[config.mk]
export PLATFORM = sky130hd
export DESIGN_NAME = wb_master_arb_flat
export DESIGN_NICKNAME = d
export VERILOG_FILES = /design/src/rtl/wb_master_arb_if.sv /design/src/rtl/wb_master_arb.sv /design/src/flat_wrapper.sv
export SDC_FILE = /design/constraint.sdc
export NUM_CORES = 1
export LEC_CHECK = 0
export ABC_AREA = 1
export CORE_AREA = 2 2 128 130
export DETAILED_ROUTE_END_ITERATION = 10
export DIE_AREA = 0 0 130 132
export SLEW_MARGIN = 20
export SYNTH_ARGS = -nofsm -noshare
export SYNTH_HDL_FRONTEND = slang
export SYNTH_SLANG_ARGS = --single-unit
[constraint.sdc]
create_clock -name clk -period 3.1 [get_ports clk]
set_input_delay 0.93 -clock clk [delete_from_list [all_inputs] [get_ports clk]]
set_output_delay 0.93 -clock clk [all_outputs]
set_load 0.02 [all_outputs]
[src/rtl/wb_master_arb_if.sv]
// Bus bundle for wb_master_arb: data-side and instruction-side
// Wishbone masters plus the shared master port they are muxed onto.
interface wb_master_arb_if;
    logic        d_cyc_i;
    logic        d_stb_i;
    logic        d_we_i;
    logic [29:0] d_addr_i;
    logic [2:0]  d_cti_i;
    logic [1:0]  d_bte_i;
    logic [3:0]  d_sel_i;
    logic [31:0] d_data_i;
    logic [31:0] d_data_o;
    logic        d_ack_o;
    logic        d_err_o;

    logic        i_cyc_i;
    logic        i_stb_i;
    logic        i_we_i;
    logic [29:0] i_addr_i;
    logic [2:0]  i_cti_i;
    logic [1:0]  i_bte_i;
    logic [3:0]  i_sel_i;
    logic [31:0] i_data_i;
    logic [31:0] i_data_o;
    logic        i_ack_o;
    logic        i_err_o;

    logic        wbm_cyc_o;
    logic        wbm_stb_o;
    logic        wbm_we_o;
    logic [29:0] wbm_addr_o;
    logic [2:0]  wbm_cti_o;
    logic [1:0]  wbm_bte_o;
    logic [3:0]  wbm_sel_o;
    logic [31:0] wbm_data_o;
    logic [31:0] wbm_data_i;
    logic        wbm_ack_i;

    modport master (
        input  d_cyc_i, d_stb_i, d_we_i, d_addr_i,
        input  d_cti_i, d_bte_i, d_sel_i, d_data_i,
        output d_data_o, d_ack_o, d_err_o,
        input  i_cyc_i, i_stb_i, i_we_i, i_addr_i,
        input  i_cti_i, i_bte_i, i_sel_i, i_data_i,
        output i_data_o, i_ack_o, i_err_o,
        output wbm_cyc_o, wbm_stb_o, wbm_we_o, wbm_addr_o,
        output wbm_cti_o, wbm_bte_o, wbm_sel_o, wbm_data_o,
        input  wbm_data_i, wbm_ack_i
    );

    modport slave (
        output d_cyc_i, d_stb_i, d_we_i, d_addr_i,
        output d_cti_i, d_bte_i, d_sel_i, d_data_i,
        input  d_data_o, d_ack_o, d_err_o,
        output i_cyc_i, i_stb_i, i_we_i, i_addr_i,
        output i_cti_i, i_bte_i, i_sel_i, i_data_i,
        input  i_data_o, i_ack_o, i_err_o,
        input  wbm_cyc_o, wbm_stb_o, wbm_we_o, wbm_addr_o,
        input  wbm_cti_o, wbm_bte_o, wbm_sel_o, wbm_data_o,
        output wbm_data_i, wbm_ack_i
    );
endinterface

[src/rtl/wb_master_arb.sv]
// Two-master Wishbone arbiter (DCMU/ICMU) onto one shared bus:
// round-robin on contention, no preemption, stuck-slave timeout.
module wb_master_arb #(
    parameter int unsigned TIMEOUT  = 255,
    parameter int unsigned CNT_BITS = 8
) (
    input  logic            clk,
    input  logic            rst_n,
    wb_master_arb_if.master bus,
    output logic            grant_d,
    output logic            grant_i,
    output logic            timeout_flag
);
    typedef enum logic [1:0] {IDLE, OWN_D, OWN_I, ERR} state_t;

    localparam logic [CNT_BITS:0] TMO = (CNT_BITS+1)'(TIMEOUT);

    state_t              state_q, state_d;
    logic                last_i_q, last_i_d;
    logic [CNT_BITS-1:0] cnt_q, cnt_d;
    logic                flag_q, flag_d;
    logic                own_cyc, own_stb, hit;
    logic [CNT_BITS:0]   cnt_inc;

    always_ff @(posedge clk or negedge rst_n) begin
        if (!rst_n) begin
            state_q  <= IDLE;
            last_i_q <= 1'b1;
            cnt_q    <= '0;
            flag_q   <= 1'b0;
        end else begin
            state_q  <= state_d;
            last_i_q <= last_i_d;
            cnt_q    <= cnt_d;
            flag_q   <= flag_d;
        end
    end

    always_comb begin
        own_cyc = 1'b0;
        own_stb = 1'b0;
        unique case (state_q)
            OWN_D: begin
                own_cyc = bus.d_cyc_i;
                own_stb = bus.d_stb_i;
            end
            OWN_I: begin
                own_cyc = bus.i_cyc_i;
                own_stb = bus.i_stb_i;
            end
            default: ;
        endcase
    end

    // hit marks the wait cycle in which the counter would reach TIMEOUT
    assign cnt_inc = {1'b0, cnt_q} + (CNT_BITS+1)'(1);
    assign hit = (TIMEOUT != 0) && own_cyc && own_stb
               && !bus.wbm_ack_i && (cnt_inc == TMO);

    always_comb begin
        state_d  = state_q;
        last_i_d = last_i_q;
        flag_d   = flag_q;
        unique case (state_q)
            IDLE: begin
                if (bus.d_cyc_i && (!bus.i_cyc_i || last_i_q)) begin
                    state_d  = OWN_D;
                    last_i_d = 1'b0;
                end else if (bus.i_cyc_i) begin
                    state_d  = OWN_I;
                    last_i_d = 1'b1;
                end
            end
            OWN_D: begin
                if (!bus.d_cyc_i) begin
                    state_d  = bus.i_cyc_i ? OWN_I : IDLE;
                    last_i_d = bus.i_cyc_i;
                end else if (hit) begin
                    state_d = ERR;
                    flag_d  = 1'b1;
                end
            end
            OWN_I: begin
                if (!bus.i_cyc_i) begin
                    state_d  = bus.d_cyc_i ? OWN_D : IDLE;
                    last_i_d = !bus.d_cyc_i;
                end else if (hit) begin
                    state_d = ERR;
                    flag_d  = 1'b1;
                end
            end
            ERR: begin
                // last_i_q still names the master that timed out
                if (last_i_q ? !bus.i_cyc_i : !bus.d_cyc_i)
                    state_d = IDLE;
            end
            default: state_d = IDLE;
        endcase
    end

    always_comb begin
        cnt_d = '0;
        if (state_d == state_q && own_stb && !bus.wbm_ack_i
            && (state_q == OWN_D || state_q == OWN_I))
            cnt_d = (&cnt_q) ? cnt_q : cnt_q + CNT_BITS'(1);
    end

    always_comb begin
        grant_d = (state_q == OWN_D);
        grant_i = (state_q == OWN_I);

        bus.wbm_cyc_o  = own_cyc;
        bus.wbm_stb_o  = own_stb;
        bus.wbm_we_o   = 1'b0;
        bus.wbm_addr_o = '0;
        bus.wbm_cti_o  = '0;
        bus.wbm_bte_o  = '0;
        bus.wbm_sel_o  = '0;
        bus.wbm_data_o = '0;
        unique case (1'b1)
            grant_d: begin
                bus.wbm_we_o   = bus.d_we_i;
                bus.wbm_addr_o = bus.d_addr_i;
                bus.wbm_cti_o  = bus.d_cti_i;
                bus.wbm_bte_o  = bus.d_bte_i;
                bus.wbm_sel_o  = bus.d_sel_i;
                bus.wbm_data_o = bus.d_data_i;
            end
            grant_i: begin
                bus.wbm_we_o   = bus.i_we_i;
                bus.wbm_addr_o = bus.i_addr_i;
                bus.wbm_cti_o  = bus.i_cti_i;
                bus.wbm_bte_o  = bus.i_bte_i;
                bus.wbm_sel_o  = bus.i_sel_i;
                bus.wbm_data_o = bus.i_data_i;
            end
            default: ;
        endcase

        bus.d_ack_o  = bus.wbm_ack_i & grant_d;
        bus.i_ack_o  = bus.wbm_ack_i & grant_i;
        bus.d_err_o  = hit & grant_d;
        bus.i_err_o  = hit & grant_i;
        bus.d_data_o = grant_d ? bus.wbm_data_i : '0;
        bus.i_data_o = grant_i ? bus.wbm_data_i : '0;
    end

    assign timeout_flag = flag_q;
endmodule

[src/flat_wrapper.sv]
// flat-port wrapper written by rule: the top's interface ports become plain ports
module wb_master_arb_flat 
#(
    parameter int unsigned TIMEOUT  = 255,
    parameter int unsigned CNT_BITS = 8
)
  (clk, rst_n, grant_d, grant_i, timeout_flag, bus_d_cyc_i, bus_d_stb_i, bus_d_we_i, bus_d_addr_i, bus_d_cti_i, bus_d_bte_i, bus_d_sel_i, bus_d_data_i, bus_d_data_o, bus_d_ack_o, bus_d_err_o, bus_i_cyc_i, bus_i_stb_i, bus_i_we_i, bus_i_addr_i, bus_i_cti_i, bus_i_bte_i, bus_i_sel_i, bus_i_data_i, bus_i_data_o, bus_i_ack_o, bus_i_err_o, bus_wbm_cyc_o, bus_wbm_stb_o, bus_wbm_we_o, bus_wbm_addr_o, bus_wbm_cti_o, bus_wbm_bte_o, bus_wbm_sel_o, bus_wbm_data_o, bus_wbm_data_i, bus_wbm_ack_i);
  wb_master_arb_if bus_i ();
  input  logic clk;
  input  logic rst_n;
  output logic grant_d;
  output logic grant_i;
  output logic timeout_flag;
  input wire logic [$bits(bus_i.d_cyc_i)-1:0] bus_d_cyc_i;
  input wire logic [$bits(bus_i.d_stb_i)-1:0] bus_d_stb_i;
  input wire logic [$bits(bus_i.d_we_i)-1:0] bus_d_we_i;
  input wire logic [$bits(bus_i.d_addr_i)-1:0] bus_d_addr_i;
  input wire logic [$bits(bus_i.d_cti_i)-1:0] bus_d_cti_i;
  input wire logic [$bits(bus_i.d_bte_i)-1:0] bus_d_bte_i;
  input wire logic [$bits(bus_i.d_sel_i)-1:0] bus_d_sel_i;
  input wire logic [$bits(bus_i.d_data_i)-1:0] bus_d_data_i;
  output wire logic [$bits(bus_i.d_data_o)-1:0] bus_d_data_o;
  output wire logic [$bits(bus_i.d_ack_o)-1:0] bus_d_ack_o;
  output wire logic [$bits(bus_i.d_err_o)-1:0] bus_d_err_o;
  input wire logic [$bits(bus_i.i_cyc_i)-1:0] bus_i_cyc_i;
  input wire logic [$bits(bus_i.i_stb_i)-1:0] bus_i_stb_i;
  input wire logic [$bits(bus_i.i_we_i)-1:0] bus_i_we_i;
  input wire logic [$bits(bus_i.i_addr_i)-1:0] bus_i_addr_i;
  input wire logic [$bits(bus_i.i_cti_i)-1:0] bus_i_cti_i;
  input wire logic [$bits(bus_i.i_bte_i)-1:0] bus_i_bte_i;
  input wire logic [$bits(bus_i.i_sel_i)-1:0] bus_i_sel_i;
  input wire logic [$bits(bus_i.i_data_i)-1:0] bus_i_data_i;
  output wire logic [$bits(bus_i.i_data_o)-1:0] bus_i_data_o;
  output wire logic [$bits(bus_i.i_ack_o)-1:0] bus_i_ack_o;
  output wire logic [$bits(bus_i.i_err_o)-1:0] bus_i_err_o;
  output wire logic [$bits(bus_i.wbm_cyc_o)-1:0] bus_wbm_cyc_o;
  output wire logic [$bits(bus_i.wbm_stb_o)-1:0] bus_wbm_stb_o;
  output wire logic [$bits(bus_i.wbm_we_o)-1:0] bus_wbm_we_o;
  output wire logic [$bits(bus_i.wbm_addr_o)-1:0] bus_wbm_addr_o;
  output wire logic [$bits(bus_i.wbm_cti_o)-1:0] bus_wbm_cti_o;
  output wire logic [$bits(bus_i.wbm_bte_o)-1:0] bus_wbm_bte_o;
  output wire logic [$bits(bus_i.wbm_sel_o)-1:0] bus_wbm_sel_o;
  output wire logic [$bits(bus_i.wbm_data_o)-1:0] bus_wbm_data_o;
  input wire logic [$bits(bus_i.wbm_data_i)-1:0] bus_wbm_data_i;
  input wire logic [$bits(bus_i.wbm_ack_i)-1:0] bus_wbm_ack_i;
  assign bus_i.d_cyc_i = bus_d_cyc_i;
  assign bus_i.d_stb_i = bus_d_stb_i;
  assign bus_i.d_we_i = bus_d_we_i;
  assign bus_i.d_addr_i = bus_d_addr_i;
  assign bus_i.d_cti_i = bus_d_cti_i;
  assign bus_i.d_bte_i = bus_d_bte_i;
  assign bus_i.d_sel_i = bus_d_sel_i;
  assign bus_i.d_data_i = bus_d_data_i;
  assign bus_d_data_o = bus_i.d_data_o;
  assign bus_d_ack_o = bus_i.d_ack_o;
  assign bus_d_err_o = bus_i.d_err_o;
  assign bus_i.i_cyc_i = bus_i_cyc_i;
  assign bus_i.i_stb_i = bus_i_stb_i;
  assign bus_i.i_we_i = bus_i_we_i;
  assign bus_i.i_addr_i = bus_i_addr_i;
  assign bus_i.i_cti_i = bus_i_cti_i;
  assign bus_i.i_bte_i = bus_i_bte_i;
  assign bus_i.i_sel_i = bus_i_sel_i;
  assign bus_i.i_data_i = bus_i_data_i;
  assign bus_i_data_o = bus_i.i_data_o;
  assign bus_i_ack_o = bus_i.i_ack_o;
  assign bus_i_err_o = bus_i.i_err_o;
  assign bus_wbm_cyc_o = bus_i.wbm_cyc_o;
  assign bus_wbm_stb_o = bus_i.wbm_stb_o;
  assign bus_wbm_we_o = bus_i.wbm_we_o;
  assign bus_wbm_addr_o = bus_i.wbm_addr_o;
  assign bus_wbm_cti_o = bus_i.wbm_cti_o;
  assign bus_wbm_bte_o = bus_i.wbm_bte_o;
  assign bus_wbm_sel_o = bus_i.wbm_sel_o;
  assign bus_wbm_data_o = bus_i.wbm_data_o;
  assign bus_i.wbm_data_i = bus_wbm_data_i;
  assign bus_i.wbm_ack_i = bus_wbm_ack_i;
  wb_master_arb #(.TIMEOUT(TIMEOUT), .CNT_BITS(CNT_BITS)) u_core (.clk(clk), .rst_n(rst_n), .bus(bus_i), .grant_d(grant_d), .grant_i(grant_i), .timeout_flag(timeout_flag));
endmodule
==> impl_metrics.json, run 1 <==
{
  "num_io_pins": 328,
  "timing.rr.end": "u_core.cnt_q[1]$_DFFE_PN0P_",
  "min_delay_path_depth": 1,
  "p_leak_uw": 0.00378,
  "overflow": 0,
  "synthesis.nets": 714,
  "cp_slowest_cell": "clkdlybuf4s50_1",
  "end_kind": "output pin",
  "cpPeakStageDelay_ps": 460,
  "synthAdderAreaFrac_pct": 3.96,
  "die_w_um": 130,
  "critical_path.top_delay_family": "simple AND/OR/NAND/NOR gates",
  "synthTopCellsByArea": "nand2_1 (37%), a21oi_1 (15%), inv_1 (13%)",
  "grt_pass1_vias": 4045,
  "layout.nets": 1045,
  "fin_crit_sh_pct": 99.4,
  "grt_pass1_wl_um": 22600,
  "cp_data_required_time_ps": 2170,
  "antenna_found_initial": 0,
  "outcome": "finished clean",
  "syn_inst": 523,
  "routed_wl_um": 15300,
  "cp-startpoint": "bus_i_stb_i",
  "crit_path_max_fanout": 3,
  "diodes": 0,
  "synth_top_area_share_pct": 36.6,
  "numCtsBuffers": 3,
  "cp.depth": 10,
  "drt_iter0_drc": 258,
  "grt_usage_pct": 16.4,
  "cts_tree": "yes",
  "grt_max_degree": 68,
  "cts.clk_slew.worst_paths_ps": 40,
  "reg2reg_depth": 20,
  "instances_no_fill": 1069,
  "cp-start-kind": "primary input",
  "cts_root_buf": "clkbuf_16",
  "synth_top_family_by_area": "simple AND/OR/NAND/NOR gates",
  "path_cells": "clkdlybuf4s50_1 -> nand2_1 -> nand2_2 -> nand2_4 -> nor2_4 -> nand2_2 -> nor2_4 -> nand3_2 -> nor2_1 -> buf_4",
  "skew_ps": 0.984,
  "fillers": 1648,
  "synth_compound_area_share_pct": 18.8,
  "avgSynthCellArea_um2": 4.84,
  "p_per_area_nw_per_um2": 774,
  "layout_min_cycle_time_ps": 3080,
  "final_cell_area_um2": 6420,
  "endpoint": "bus_i_err_o",
  "h-tree-depth": 1,
  "setup_violations": 0,
  "vias": 4302,
  "arrival_ps": 2150,
  "synth-xor-area-share_pct": 0.692,
  "crit_buf_inv": 2,
  "die-height_um": 132,
  "r2r_slack_ps": 640,
  "place_inst": 1059,
  "die_area_um2": 17200,
  "hpwlAfterDp_um": 12200,
  "ys_seq_area_share_pct": 11.9,
  "final_layout_size_suffix_gt1_share_pct": 9.14,
  "peakVddDrop_uv": 319,
  "hp-class": "flop to flop",
  "area_growth_pct": 154,
  "drv_cap": 0,
  "synth-seq-cells": 12,
  "rsz0062_at_grt": "true",
  "placed_area_um2": 6220,
  "fmax_ghz": 0.324,
  "synth_top_cell_by_area": "nand2_1",
  "gp_congestion": 0.843,
  "totalPowerFinal_uw": 4970,
  "clockBufferDepth": 2,
  "coreArea_um2": 15700,
  "port_buffers": 327,
  "slew_viol_final": 0,
  "finalHoldViolCount": 0,
  "ys_types": 28,
  "worst_pin_slew_ps": 602,
  "synth-simple-area-share_pct": 47.0,
  "dr.pass1.iters": 5,
  "cts_sinks": 12,
  "start_util_pct": 16.1,
  "max_slew_margin_pct": 59.8,
  "clk-insertion-delay-late_ps": 240,
  "rr_startpoint": "u_core.state_q[1]$_DFF_PN0_",
  "muxShareOfSynthArea_pct": 0,
  "rows": 46,
  "wire_per_inst_um": 14.3,
  "path_class": "primary input to output pin",
  "vias_per_cell": 4.02,
  "postRouteAntennaNets": 0,
  "synthesis.area_um2": 2530,
  "synth_warnings": 0,
  "drc": 0,
  "cts_hold_buf": 0
}
-- layout by cell type (no fill, tap or decap), drive strengths merged --
cell type,instances
nand2,253
clkdlybuf4s50,216
inv,86
a21oi,78
dlygate4sd2,61
dlymetal6s2s,39
buf,39
nor2,25
dfrtp,11
nand3,8
ha,8
o21ai,7
clkbuf,6
nor3,4
o21bai,3
xnor2,1
nand4,1
a31oi,1
nand3b,1
a311o,1
a211oi,1
xor2,1
clkdlybuf4s15,1
dfstp,1
-- synthesized netlist by cell type (all sizes together) --
cell,count
o21ai,7
a31oi,1
xnor2,1
nand2,253
a311o,1
o21bai,3
buf,4
nor3,4
xor2,1
ha,8
nor2,25
a211oi,1
nand3b,1
nand3,8
dfrtp,11
a21oi,78
nand4,1
inv,86
clkbuf,28
dfstp,1
-- layout make-up --
class	instances	area [um^2]	share of cell area (%)
inverter	86	325	5.06
tap	216	270	4.21
timing repair buffer	358	3610	56.2
multi-input combinational	393	1840	28.6
sequential	12	302	4.69
clock buffer	4	78.8	1.23
-- stage by stage --
step                      hold WS, ps  worst slack, ps  util (%)  setup TNS [ps]
after CTS                         485             -209      39.6           -1720
after global placement            467             -545      39.6           -5810
final                             477             18.3      40.9               0
after global routing              514             -121      40.9            -227
after floorplan                   467              111         -               0
after detailed placement          471             -552      39.6           -5970
-- how the worst min path moves through the flow --
stage	start	to	slack (ps)
floorplan	u_core.last_i_q$_DFFE_PN1P_	u_core.last_i_q$_DFFE_PN1P_	470
detailed placement	u_core.timeout_flag$_DFFE_PN0P_	u_core.timeout_flag$_DFFE_PN0P_	470
CTS	u_core.timeout_flag$_DFFE_PN0P_	u_core.timeout_flag$_DFFE_PN0P_	480
finish	u_core.timeout_flag$_DFFE_PN0P_	u_core.timeout_flag$_DFFE_PN0P_	480
global route	u_core.timeout_flag$_DFFE_PN0P_	u_core.timeout_flag$_DFFE_PN0P_	510
global placement	u_core.timeout_flag$_DFFE_PN0P_	u_core.timeout_flag$_DFFE_PN0P_	470
-- registers in the layout (all words and copies together) (netlist names) --
register	count
u_core.last_i_q	1
u_core.cnt_q	8
u_core.timeout_flag	1
u_core.state_q	2
-- what timing repair did --
item,4_1_cts,5_1_grt
setup endpoints to repair,78,50
resized for setup,73,57
gates cloned,0,1
buffers inserted,0,5
pin swaps,0,3
-- per-layer routing --
| layer | track usage (%) | wire length [um] | vias to the layer above |
|---|---|---|---|
| li1 | - | - | 2232 |
| met1 | 20.5 | 6250 | 1888 |
| met2 | 29.4 | 7690 | 168 |
| met3 | 3.37 | 1070 | 14 |
| met4 | 2.45 | 244 | 0 |
| met5 | 0 | 0 | - |
-- power by group --
part           switching (uW)  leakage (uW)  internal [uW]
sequential               15.6      0.000161            186
clock                    72.2     0.0000382            174
combinational            2700       0.00358           1830
-- kinds of logic (layout without fill, tap and decap cells) --
family,Yosys count,count (layout)
buffers and inverters,118,448
DFF,12,12
adders and majority gates,8,8
xor gates and xnor gates,2,2
and+or+nand+nor,292,292
AOI/OAI and AO/OA,91,91
Note: power is estimated with default switching activity, not from simulation.
==> run 2, diff against run 1 <==
- DONT_BUFFER_PORTS: unset -> 1
==> run 2 against run 1 <==
  * Worst setup slack better by 150 ps
  * Die area stayed put
  * Critical endpoint is now bus_wbm_data_o[0]
  * Global-route usage is 4.1 points lower
  * Highest routed layer unchanged
  * Combinational power shrank 20%
  * Register-to-register slack better by 200 ps
  * Routed wire length shrank 22%
  * Worst hold slack got worse by 99 ps
  * Fmax up 5.1%
  * Core utilization decreased by 19 points
  * Via count decreased by 20%
==> impl_metrics.json, run 2 (synthesized netlist as in run 1, its figures left out) <==
{
  "die_w_um": 130,
  "cp.depth": 7,
  "dr.pass1.iters": 4,
  "clk-insertion-delay-late_ps": 250,
  "num_io_pins": 328,
  "r2r_slack_ps": 840,
  "hp-class": "primary input to asynchronous set/reset pin",
  "routed_wl_um": 11900,
  "cts_sinks": 12,
  "rows": 46,
  "crit_buf_inv": 5,
  "hpwlAfterDp_um": 10100,
  "p_per_area_nw_per_um2": 1170,
  "numCtsBuffers": 3,
  "start_util_pct": 16.1,
  "grt_usage_pct": 12.3,
  "vias": 3437,
  "cpPeakStageDelay_ps": 410,
  "endpoint": "bus_wbm_data_o[0]",
  "end_kind": "output pin",
  "slew_viol_final": 0,
  "postRouteAntennaNets": 0,
  "largest_reg_flops": 8,
  "p_leak_uw": 0.00194,
  "layout.nets": 772,
  "fmax_ghz": 0.341,
  "crit_path_max_fanout": 42,
  "cp_slowest_cell": "ha_1",
  "die_area_um2": 17200,
  "grt_pass1_wl_um": 16500,
  "cts_tree": "yes",
  "drc": 0,
  "cts_hold_buf": 0,
  "clockBufferDepth": 2,
  "cts.clk_slew.worst_paths_ps": 50,
  "grt_pass1_vias": 2956,
  "fin_crit_sh_pct": 94.6,
  "reg2reg_depth": 18,
  "peakVddDrop_uv": 465,
  "h-tree-depth": 1,
  "setup-tns-final_ps": 0,
  "wire_per_inst_um": 14.9,
  "cts_setup_buffers": 0,
  "antenna_found_initial": 0,
  "totalPowerFinal_uw": 4070,
  "outcome": "finished clean",
  "rsz0062_at_grt": "false",
  "layout_min_cycle_time_ps": 2930,
  "coreArea_um2": 15700,
  "skew_ps": 2.61,
  "final_layout_size_suffix_gt1_share_pct": 19.8,
  "cts_root_buf": "clkbuf_16",
  "rr_startpoint": "u_core.state_q[0]$_DFF_PN0_",
  "die-height_um": 132,
  "path_class": "flop to output pin",
  "critical_path.top_delay_family": "buffers and inverters",
  "critPathMostFrequentCell": "buf_4",
  "cp-start-kind": "flop",
  "port_buffers": 0,
  "finalHoldViolCount": 0,
  "arrival_ps": 2000,
  "drv_cap": 0,
  "max_slew_margin_pct": 77.9,
  "top_regs": "u_core.cnt_q (8), u_core.state_q (2)",
  "final_cell_mix": "nand2_1 (247), inv_1 (84), buf_4 (80)",
  "timing.rr.end": "u_core.cnt_q[7]$_DFFE_PN0P_",
  "drt_iter0_drc": 259,
  "setup_violations": 0,
  "largest_register": "u_core.cnt_q",
  "vias_per_cell": 4.32,
  "cp_data_required_time_ps": 2170,
  "gp_congestion": 0.883,
  "overflow": 0,
  "area_growth_pct": 38.0,
  "cp-startpoint": "u_core.state_q[0]$_DFF_PN0_",
  "diodes": 0,
  "final_common_cell": "nand2_1",
  "grt_max_degree": 63,
  "cts_resized": 0,
  "worst_pin_slew_ps": 329,
  "path_cells": "inv_1 -> ha_1 -> inv_2 -> buf_12 -> buf_4 -> a21oi_1 -> buf_4"
}
[run 2: cell types whose count changed in the layout (fill, tap and decap cells not counted), sizes merged]
cell	previous run	this run
buf	39	85
clkdlybuf4s15	1	0
clkdlybuf4s50	216	0
dlymetal6s2s	39	0
clkbuf	6	4
dlygate4sd2	61	0
[run 2: metrics by stage]
step	area, um^2	util (%)	setup WS, ps	cells	hold WS [ps]
floorplan	2530	-	111	523	467
global placement	3400	21.7	317	792	495
detailed placement	3400	21.7	317	792	499
CTS	3490	22.2	129	796	375
global route	3490	22.2	2.20	796	368
finish	3490	22.2	168	796	377
[run 2: power by group]
part	internal [uW]	switching (uW)
registers	186	14.2
logic	1130	2470
clock network	195	73.6
[run 2: how the worst min path moves through the flow]
stage	cells after the start	from	endpoint
after global placement	2	u_core.last_i_q$_DFFE_PN1P_	u_core.last_i_q$_DFFE_PN1P_
after CTS	0	rst_n	u_core.cnt_q[2]$_DFFE_PN0P_
after floorplan	2	u_core.last_i_q$_DFFE_PN1P_	u_core.last_i_q$_DFFE_PN1P_
after detailed placement	2	u_core.last_i_q$_DFFE_PN1P_	u_core.last_i_q$_DFFE_PN1P_
after global routing	0	rst_n	u_core.cnt_q[6]$_DFFE_PN0P_
final	0	rst_n	u_core.cnt_q[2]$_DFFE_PN0P_
[run 2: metal layers]
metal  vias up  wire [um]  track usage, %
li1       1684          -               -
met1      1549       5000            16.4
met2       198       5880            21.3
met3         6        931            2.03
met4         0         77            1.55
met5         -          0               0
[run 2: cell type report]
cell class	instances	area [um^2]
multi-input cells	393	1810
repair buffers	85	701
inverters	86	323
well taps	216	270
fillers	1769	12200
flip-flops and latches	12	302
clock buffers	4	88.8
